### src/rtl/lector_salidas_pkg.sv
// Types and constants shared by the output-FIFO reader and the input arbiter.
package lector_salidas_pkg;
    localparam int DEF_DATA_W = 6;
    localparam int DEF_CNT_W  = 8;
    localparam int N_FIFO     = 4;

    typedef enum logic [1:0] {
        IDLE    = 2'd0,
        POP     = 2'd1,
        CAPTURE = 2'd2,
        SEND    = 2'd3
    } estado_t;

    // FIFO index 0..3 corresponds to output ports 4..7
    localparam logic [1:0] IDX_F4 = 2'd0;
    localparam logic [1:0] IDX_F5 = 2'd1;
    localparam logic [1:0] IDX_F6 = 2'd2;
    localparam logic [1:0] IDX_F7 = 2'd3;
endpackage

### src/rtl/lector_salidas_if.sv
// FIFO read side (ports 4..7), delivered-word stream and debug counters.
interface lector_salidas_if
    import lector_salidas_pkg::*;
#(
    parameter int DATA_W = DEF_DATA_W,
    parameter int CNT_W  = DEF_CNT_W
) ();
    logic              empty4, empty5, empty6, empty7;
    logic [DATA_W-1:0] data4, data5, data6, data7;
    logic              pop4, pop5, pop6, pop7;
    logic [DATA_W-1:0] data_out;
    logic              valid_out;
    logic              out_ready;
    logic [1:0]        origen;
    logic [CNT_W-1:0]  cnt4, cnt5, cnt6, cnt7;

    modport master (
        input  empty4, empty5, empty6, empty7,
        input  data4, data5, data6, data7,
        input  out_ready,
        output pop4, pop5, pop6, pop7,
        output data_out, valid_out, origen,
        output cnt4, cnt5, cnt6, cnt7
    );

    modport slave (
        output empty4, empty5, empty6, empty7,
        output data4, data5, data6, data7,
        output out_ready,
        input  pop4, pop5, pop6, pop7,
        input  data_out, valid_out, origen,
        input  cnt4, cnt5, cnt6, cnt7
    );
endinterface

### src/rtl/rr_prioridad4.sv
// Combinational 4-way round-robin picker: first request after i_ultimo, wrapping.
module rr_prioridad4
    import lector_salidas_pkg::*;
(
    input  logic [N_FIFO-1:0] i_req,
    input  logic [1:0]        i_ultimo,
    output logic [1:0]        o_grant,
    output logic              o_any_req
);
    logic [1:0] w_idx;

    // Scan from farthest to nearest so the nearest requester wins the last write
    always_comb begin
        o_grant = i_ultimo;
        w_idx   = i_ultimo;
        for (int i = N_FIFO; i >= 1; i--) begin
            w_idx = i_ultimo + 2'(i);
            if (i_req[w_idx]) o_grant = w_idx;
        end
    end

    assign o_any_req = |i_req;
endmodule

### src/rtl/lector_salidas.sv
// Drains output FIFOs 4..7 round-robin, one word per transaction, onto a
// registered valid/ready stream tagged with its source FIFO.
module lector_salidas
    import lector_salidas_pkg::*;
#(
    parameter int DATA_W = DEF_DATA_W,
    parameter int CNT_W  = DEF_CNT_W
) (
    input  logic             clk,
    input  logic             rst,
    lector_salidas_if.master bus
);
    estado_t                        r_state, w_next;
    logic [1:0]                     r_sel, r_ultimo, r_origen, w_grant;
    logic                           w_any, w_hs, r_valid;
    logic [DATA_W-1:0]              r_data;
    logic [N_FIFO-1:0][CNT_W-1:0]   r_cnt;
    logic [N_FIFO-1:0][DATA_W-1:0]  w_data;
    logic [N_FIFO-1:0]              w_req, w_pop;

    assign w_req  = ~{bus.empty7, bus.empty6, bus.empty5, bus.empty4};
    assign w_data = {bus.data7, bus.data6, bus.data5, bus.data4};

    rr_prioridad4 u_rr (
        .i_req     (w_req),
        .i_ultimo  (r_ultimo),
        .o_grant   (w_grant),
        .o_any_req (w_any)
    );

    assign w_hs = (r_state == SEND) && r_valid && bus.out_ready;

    always_ff @(posedge clk or posedge rst) begin
        if (rst) r_state <= IDLE;
        else     r_state <= w_next;
    end

    always_comb begin
        w_next = r_state;
        case (r_state)
            IDLE:    if (w_any) w_next = POP;
            POP:     w_next = CAPTURE;
            CAPTURE: w_next = SEND;
            SEND:    if (w_hs) w_next = IDLE;
            default: w_next = IDLE;
        endcase
    end

    // Grant is frozen in r_sel at the IDLE decision; later empty changes are ignored
    always_ff @(posedge clk or posedge rst) begin
        if (rst) begin
            r_sel    <= IDX_F4;
            r_ultimo <= IDX_F7;
            r_data   <= '0;
            r_origen <= '0;
            r_valid  <= 1'b0;
            r_cnt    <= '0;
        end else begin
            if (r_state == IDLE && w_any) r_sel <= w_grant;
            if (r_state == CAPTURE) begin
                r_data   <= w_data[r_sel];
                r_origen <= r_sel;
                r_valid  <= 1'b1;
            end
            if (w_hs) begin
                r_valid        <= 1'b0;
                r_cnt[r_sel]   <= r_cnt[r_sel] + CNT_W'(1);
                r_ultimo       <= r_sel;
            end
        end
    end

    // Pops decode from registered state only, so reset drops them immediately
    always_comb begin
        w_pop = '0;
        if (r_state == POP) w_pop[r_sel] = 1'b1;
    end

    assign bus.pop4      = w_pop[0];
    assign bus.pop5      = w_pop[1];
    assign bus.pop6      = w_pop[2];
    assign bus.pop7      = w_pop[3];
    assign bus.data_out  = r_data;
    assign bus.valid_out = r_valid;
    assign bus.origen    = r_origen;
    assign bus.cnt4      = r_cnt[0];
    assign bus.cnt5      = r_cnt[1];
    assign bus.cnt6      = r_cnt[2];
    assign bus.cnt7      = r_cnt[3];
endmodule

### src/flat_wrapper.sv
// flat-port wrapper written by rule: the top's interface ports become plain ports
module lector_salidas_flat import lector_salidas_pkg::*;
#(
    parameter int DATA_W = DEF_DATA_W,
    parameter int CNT_W  = DEF_CNT_W
)
  (clk, rst, bus_empty4, bus_empty5, bus_empty6, bus_empty7, bus_data4, bus_data5, bus_data6, bus_data7, bus_out_ready, bus_pop4, bus_pop5, bus_pop6, bus_pop7, bus_data_out, bus_valid_out, bus_origen, bus_cnt4, bus_cnt5, bus_cnt6, bus_cnt7);
  lector_salidas_if #(.DATA_W(DATA_W), .CNT_W(CNT_W)) bus_i ();
  input  logic clk;
  input  logic rst;
  input wire logic [$bits(bus_i.empty4)-1:0] bus_empty4;
  input wire logic [$bits(bus_i.empty5)-1:0] bus_empty5;
  input wire logic [$bits(bus_i.empty6)-1:0] bus_empty6;
  input wire logic [$bits(bus_i.empty7)-1:0] bus_empty7;
  input wire logic [$bits(bus_i.data4)-1:0] bus_data4;
  input wire logic [$bits(bus_i.data5)-1:0] bus_data5;
  input wire logic [$bits(bus_i.data6)-1:0] bus_data6;
  input wire logic [$bits(bus_i.data7)-1:0] bus_data7;
  input wire logic [$bits(bus_i.out_ready)-1:0] bus_out_ready;
  output wire logic [$bits(bus_i.pop4)-1:0] bus_pop4;
  output wire logic [$bits(bus_i.pop5)-1:0] bus_pop5;
  output wire logic [$bits(bus_i.pop6)-1:0] bus_pop6;
  output wire logic [$bits(bus_i.pop7)-1:0] bus_pop7;
  output wire logic [$bits(bus_i.data_out)-1:0] bus_data_out;
  output wire logic [$bits(bus_i.valid_out)-1:0] bus_valid_out;
  output wire logic [$bits(bus_i.origen)-1:0] bus_origen;
  output wire logic [$bits(bus_i.cnt4)-1:0] bus_cnt4;
  output wire logic [$bits(bus_i.cnt5)-1:0] bus_cnt5;
  output wire logic [$bits(bus_i.cnt6)-1:0] bus_cnt6;
  output wire logic [$bits(bus_i.cnt7)-1:0] bus_cnt7;
  assign bus_i.empty4 = bus_empty4;
  assign bus_i.empty5 = bus_empty5;
  assign bus_i.empty6 = bus_empty6;
  assign bus_i.empty7 = bus_empty7;
  assign bus_i.data4 = bus_data4;
  assign bus_i.data5 = bus_data5;
  assign bus_i.data6 = bus_data6;
  assign bus_i.data7 = bus_data7;
  assign bus_i.out_ready = bus_out_ready;
  assign bus_pop4 = bus_i.pop4;
  assign bus_pop5 = bus_i.pop5;
  assign bus_pop6 = bus_i.pop6;
  assign bus_pop7 = bus_i.pop7;
  assign bus_data_out = bus_i.data_out;
  assign bus_valid_out = bus_i.valid_out;
  assign bus_origen = bus_i.origen;
  assign bus_cnt4 = bus_i.cnt4;
  assign bus_cnt5 = bus_i.cnt5;
  assign bus_cnt6 = bus_i.cnt6;
  assign bus_cnt7 = bus_i.cnt7;
  lector_salidas #(.DATA_W(DATA_W), .CNT_W(CNT_W)) u_core (.clk(clk), .rst(rst), .bus(bus_i));
endmodule
### config.mk
export PLATFORM = sky130hd
export DESIGN_NAME = lector_salidas_flat
export DESIGN_NICKNAME = d
export VERILOG_FILES = /design/src/rtl/lector_salidas_pkg.sv /design/src/rtl/lector_salidas_if.sv /design/src/rtl/rr_prioridad4.sv /design/src/rtl/lector_salidas.sv /design/src/flat_wrapper.sv
export SDC_FILE = /design/constraint.sdc
export NUM_CORES = 1
export LEC_CHECK = 0
export BUFFER_PORTS_ARGS = -buffer_cell sky130_fd_sc_hd__buf_4
export CAP_MARGIN = 20
export CORE_MARGIN = 5
export CORE_UTILIZATION = 30
export DETAILED_ROUTE_END_ITERATION = 8
export GPL_TIMING_DRIVEN = 0
export REMOVE_ABC_BUFFERS = 1
export SLEW_MARGIN = 40
export SYNTH_ARGS = -nofsm -noshare
export SYNTH_HDL_FRONTEND = slang
export SYNTH_HIERARCHICAL = 1
export SYNTH_SLANG_ARGS = --single-unit
### constraint.sdc
create_clock -name clk -period 2.26 [get_ports clk]
set_clock_uncertainty 0.15 [all_clocks]
set_input_delay 0.226 -clock clk [delete_from_list [all_inputs] [get_ports clk]]
set_output_delay 0.226 -clock clk [all_outputs]
set_load 0.005 [all_outputs]
==> impl_results.md <==
- Status: finished, final reports clean
- Initial Util: 0.303
- CTS root buffer: clkbuf_8
- Vias per cell: 4.65
- Hold depth: 3
- Arrival time worst endpoint: 2.16 ns
- Fraction of layout cells with a size suffix above 1: 0.461
- Mapped Cells: 204
- Setup crit end kind: register
- Final Cycle Share: 0.952
- Reg2reg end: u_core/bus.cnt5[6]
- Yosys cell types: 38
- Leak Pwr: 1.55 nW
- Gpl congestion: 0.733
- Overall die width: 101 microns
- Slew Limit Fails: 0
- Die Ht: 101 microns
- Hold WC Path Type: input port to register
- Clock share of power: 0.128
- Detailed-router iteration count before antenna repair: 4
- Final net count: 318
- Sequential power share: 0.370
- FF-to-FF Start: u_core/r_sel[0]
- Top_reg_cell synth: dfrtp_1
- CTS sink cnt: 47
- Worst relative slew slack: 0.623
- Skew-Pair Late Insertion Delay: 0.30 ns
- GR Overflow Total: 0
- Startpoint type of the worst setup path: register
- CTS tree: built
- Worst-margin pin slew: 0.563 ns
- Setup WS pre-CTS: -0.277 ns
- Switching Share: 0.370
- Worst-path clk slew: 0.08 ns
- First-pass GRT wire length: 9410 microns
- TritonCTS Buffers: 5
- WL/cell: 15.3 microns
- Most frequent cells in the layout: buf_4, dfrtp_1, nand2_1, nor2_1
- Total negative setup slack: 0 ns
- Area Growth Syn to Fin: 32.1%
- Internal power: 2.65 mW
- Netlist Area Pre-Place: 2470 sq um
- WHS Endpoint: u_core/r_ultimo[0]
- I/O pins: 76
- CP Class: register to register
- Worst VDD drop: 339 uV
- HP Start: bus_out_ready
- # diodes: 0
- R2r setup slk: 0.11 ns
- Iteration-0 DRC Markers: 65
- Yosys reg bits: 47
- Ys async rst share: 1.00
- Max Fclk: 465 MHz
- Full die area: 10100 sq um
- # setup viols final: 0
- Largest net degree at the start of global routing: 39
- Longest Clk Path Bufs: 2
- Core footprint: 8130 sq um
- Critical Path RT: 2.27 ns
- Sequential fraction of the synthesis area: 0.477
- Tmin final: 2.15 ns
- Power share of the combinational group: 0.502
- Final hold vios: 0
- R2R depth: 6
- Pwr per Cell Area: 1290 nW/um^2
- P_sw: 1.56 mW
- GR Util All Layers: 0.119
- ANT nets after route: 0
- H-tree Lvls: 2
- Most common cell after layout, fill and taps aside: buf_4
- DRC Markers: 0
- Yosys warning count: 6
- Antenna violations before repair: 0
- Via Count: 1798
- Row count: 33
- Number of synthesized flops with an enable pin: 0
- Top-area cell type share of the netlist area: 0.456
- Filler instances: 787
- Drt total wl: 5910 microns
- Vias in the first global route: 1778
- DP HPWL: 4190 microns
- Number of max-cap violations: 0
- Dominant cells by area after synthesis: dfrtp_1, mux2_2, mux4_1
- Buffers on Ports: 75
- Final WS setup: 0.108 ns
- Area leader, netlist: dfrtp_1
- Worst-path fanout max: 7
- Synth Area per Inst: 12.1 sq um
-- synthesized netlist by cell type (3+ instances only) --
master and n:
dfrtp_1 45, nand2_1 20, nor2_1 19, a21oi_1 15, mux2_2 15, inv_1 9, o21ai_0 9, mux4_2 7
o21ai_1 7, ha_1 6, mux4_1 6, xor2_1 4, buf_6 3, clkbuf_1 3, clkbuf_8 3, nand3_1 3
xor2_2 3
-- state kept, by name, summed over array words and instances, names as in the netlist --
name,count
u_core/r_state,2
u_core/bus.cnt6,8
u_core/bus.data_out,6
u_core/bus.cnt4,8
u_core/bus.cnt7,8
u_core/bus.cnt5,8
u_core/bus.origen,2
u_core/r_sel,2
u_core/bus.valid_out,1
u_core/r_ultimo,2
-- critical path, stage by stage (launching register included) --
cell     delay [ns]
dfrtp_4        0.47
buf_4          0.20
mux4_2         0.58
and4_4         0.22
nand2_4        0.07
xor2_2         0.21
a21oi_1        0.10
-- worst max path at each step --
stage	from	endpoint	slack [ns]	cells past startpoint
after floorplan	u_core/r_sel[0]	u_core/bus.cnt7[4]	-0.11	5
after global placement	u_core/r_sel[0]	u_core/bus.cnt5[1]	-0.59	3
after detailed placement	u_core/r_sel[0]	u_core/bus.cnt7[4]	-0.28	5
after CTS	u_core/r_sel[1]	u_core/bus.cnt7[4]	0.02	5
after global routing	u_core/r_sel[0]	u_core/bus.cnt5[6]	-0.0006	6
final	u_core/r_sel[0]	u_core/bus.cnt5[6]	0.11	6
-- power by group through the flow --
stage               clock network, mW  logic [mW]  registers [mW]
floorplan                           0        1.17            1.56
global placement                    0        1.91            1.64
detailed placement                  0        1.94            1.67
CTS                             0.574        2.06            1.59
global route                    0.604        2.33            1.63
finish                          0.540        2.12            1.56
-- layout make-up --
type	instances	area (sq um)	area share
multi-input cells	137	1180	0.362
flip-flops and latches	47	1190	0.364
repair buffers	81	627	0.192
inverters	9	36.3	0.0111
well taps	105	131	0.0403
clock buffers	8	100	0.0307
-- metal layers --
metal	up-vias	wire length (microns)	global-route usage
li1	874	-	-
met5	-	0	0
met4	0	93	0.0435
met2	40	2850	0.191
met3	8	347	0.0353
met1	876	2620	0.153
-- cells by family (layout without fill, tap and decap cells) --
family / count (synthesis) / after routing / share of synthesized area
AO/OA/AOI/OAI: 34 / 34 / 0.0725
buffers and inverters: 20 / 98 / 0.0527
adder cells (fa/ha/maj): 6 / 6 / 0.0304
flip-flops: 47 / 47 / 0.477
XOR/XNOR: 9 / 9 / 0.0411
AND/OR/NAND/NOR: 59 / 59 / 0.124
multiplexers: 29 / 29 / 0.202
-- per-stage QoR --
step / cells / util / power [mW] / instance area [sq um] / hold WS [ns]
after floorplan: 193 / - / 2.73 / 2370 / 0.265
after global placement: 373 / 0.377 / 3.55 / 3070 / 0.310
after detailed placement: 374 / 0.380 / 3.61 / 3090 / -0.00636
after CTS: 386 / 0.397 / 4.23 / 3230 / 0.132
after global routing: 387 / 0.401 / 4.56 / 3260 / 0.168
final: 387 / 0.401 / 4.22 / 3260 / 0.157
-- repair_timing --
item	in CTS	in global routing
hold buffers	1	0
setup endpoints to repair	24	12
gates resized for setup	2	2
endpoints found under the hold margin	45	0
setup buffers	3	1
Note: power is estimated with default switching activity, not from simulation.
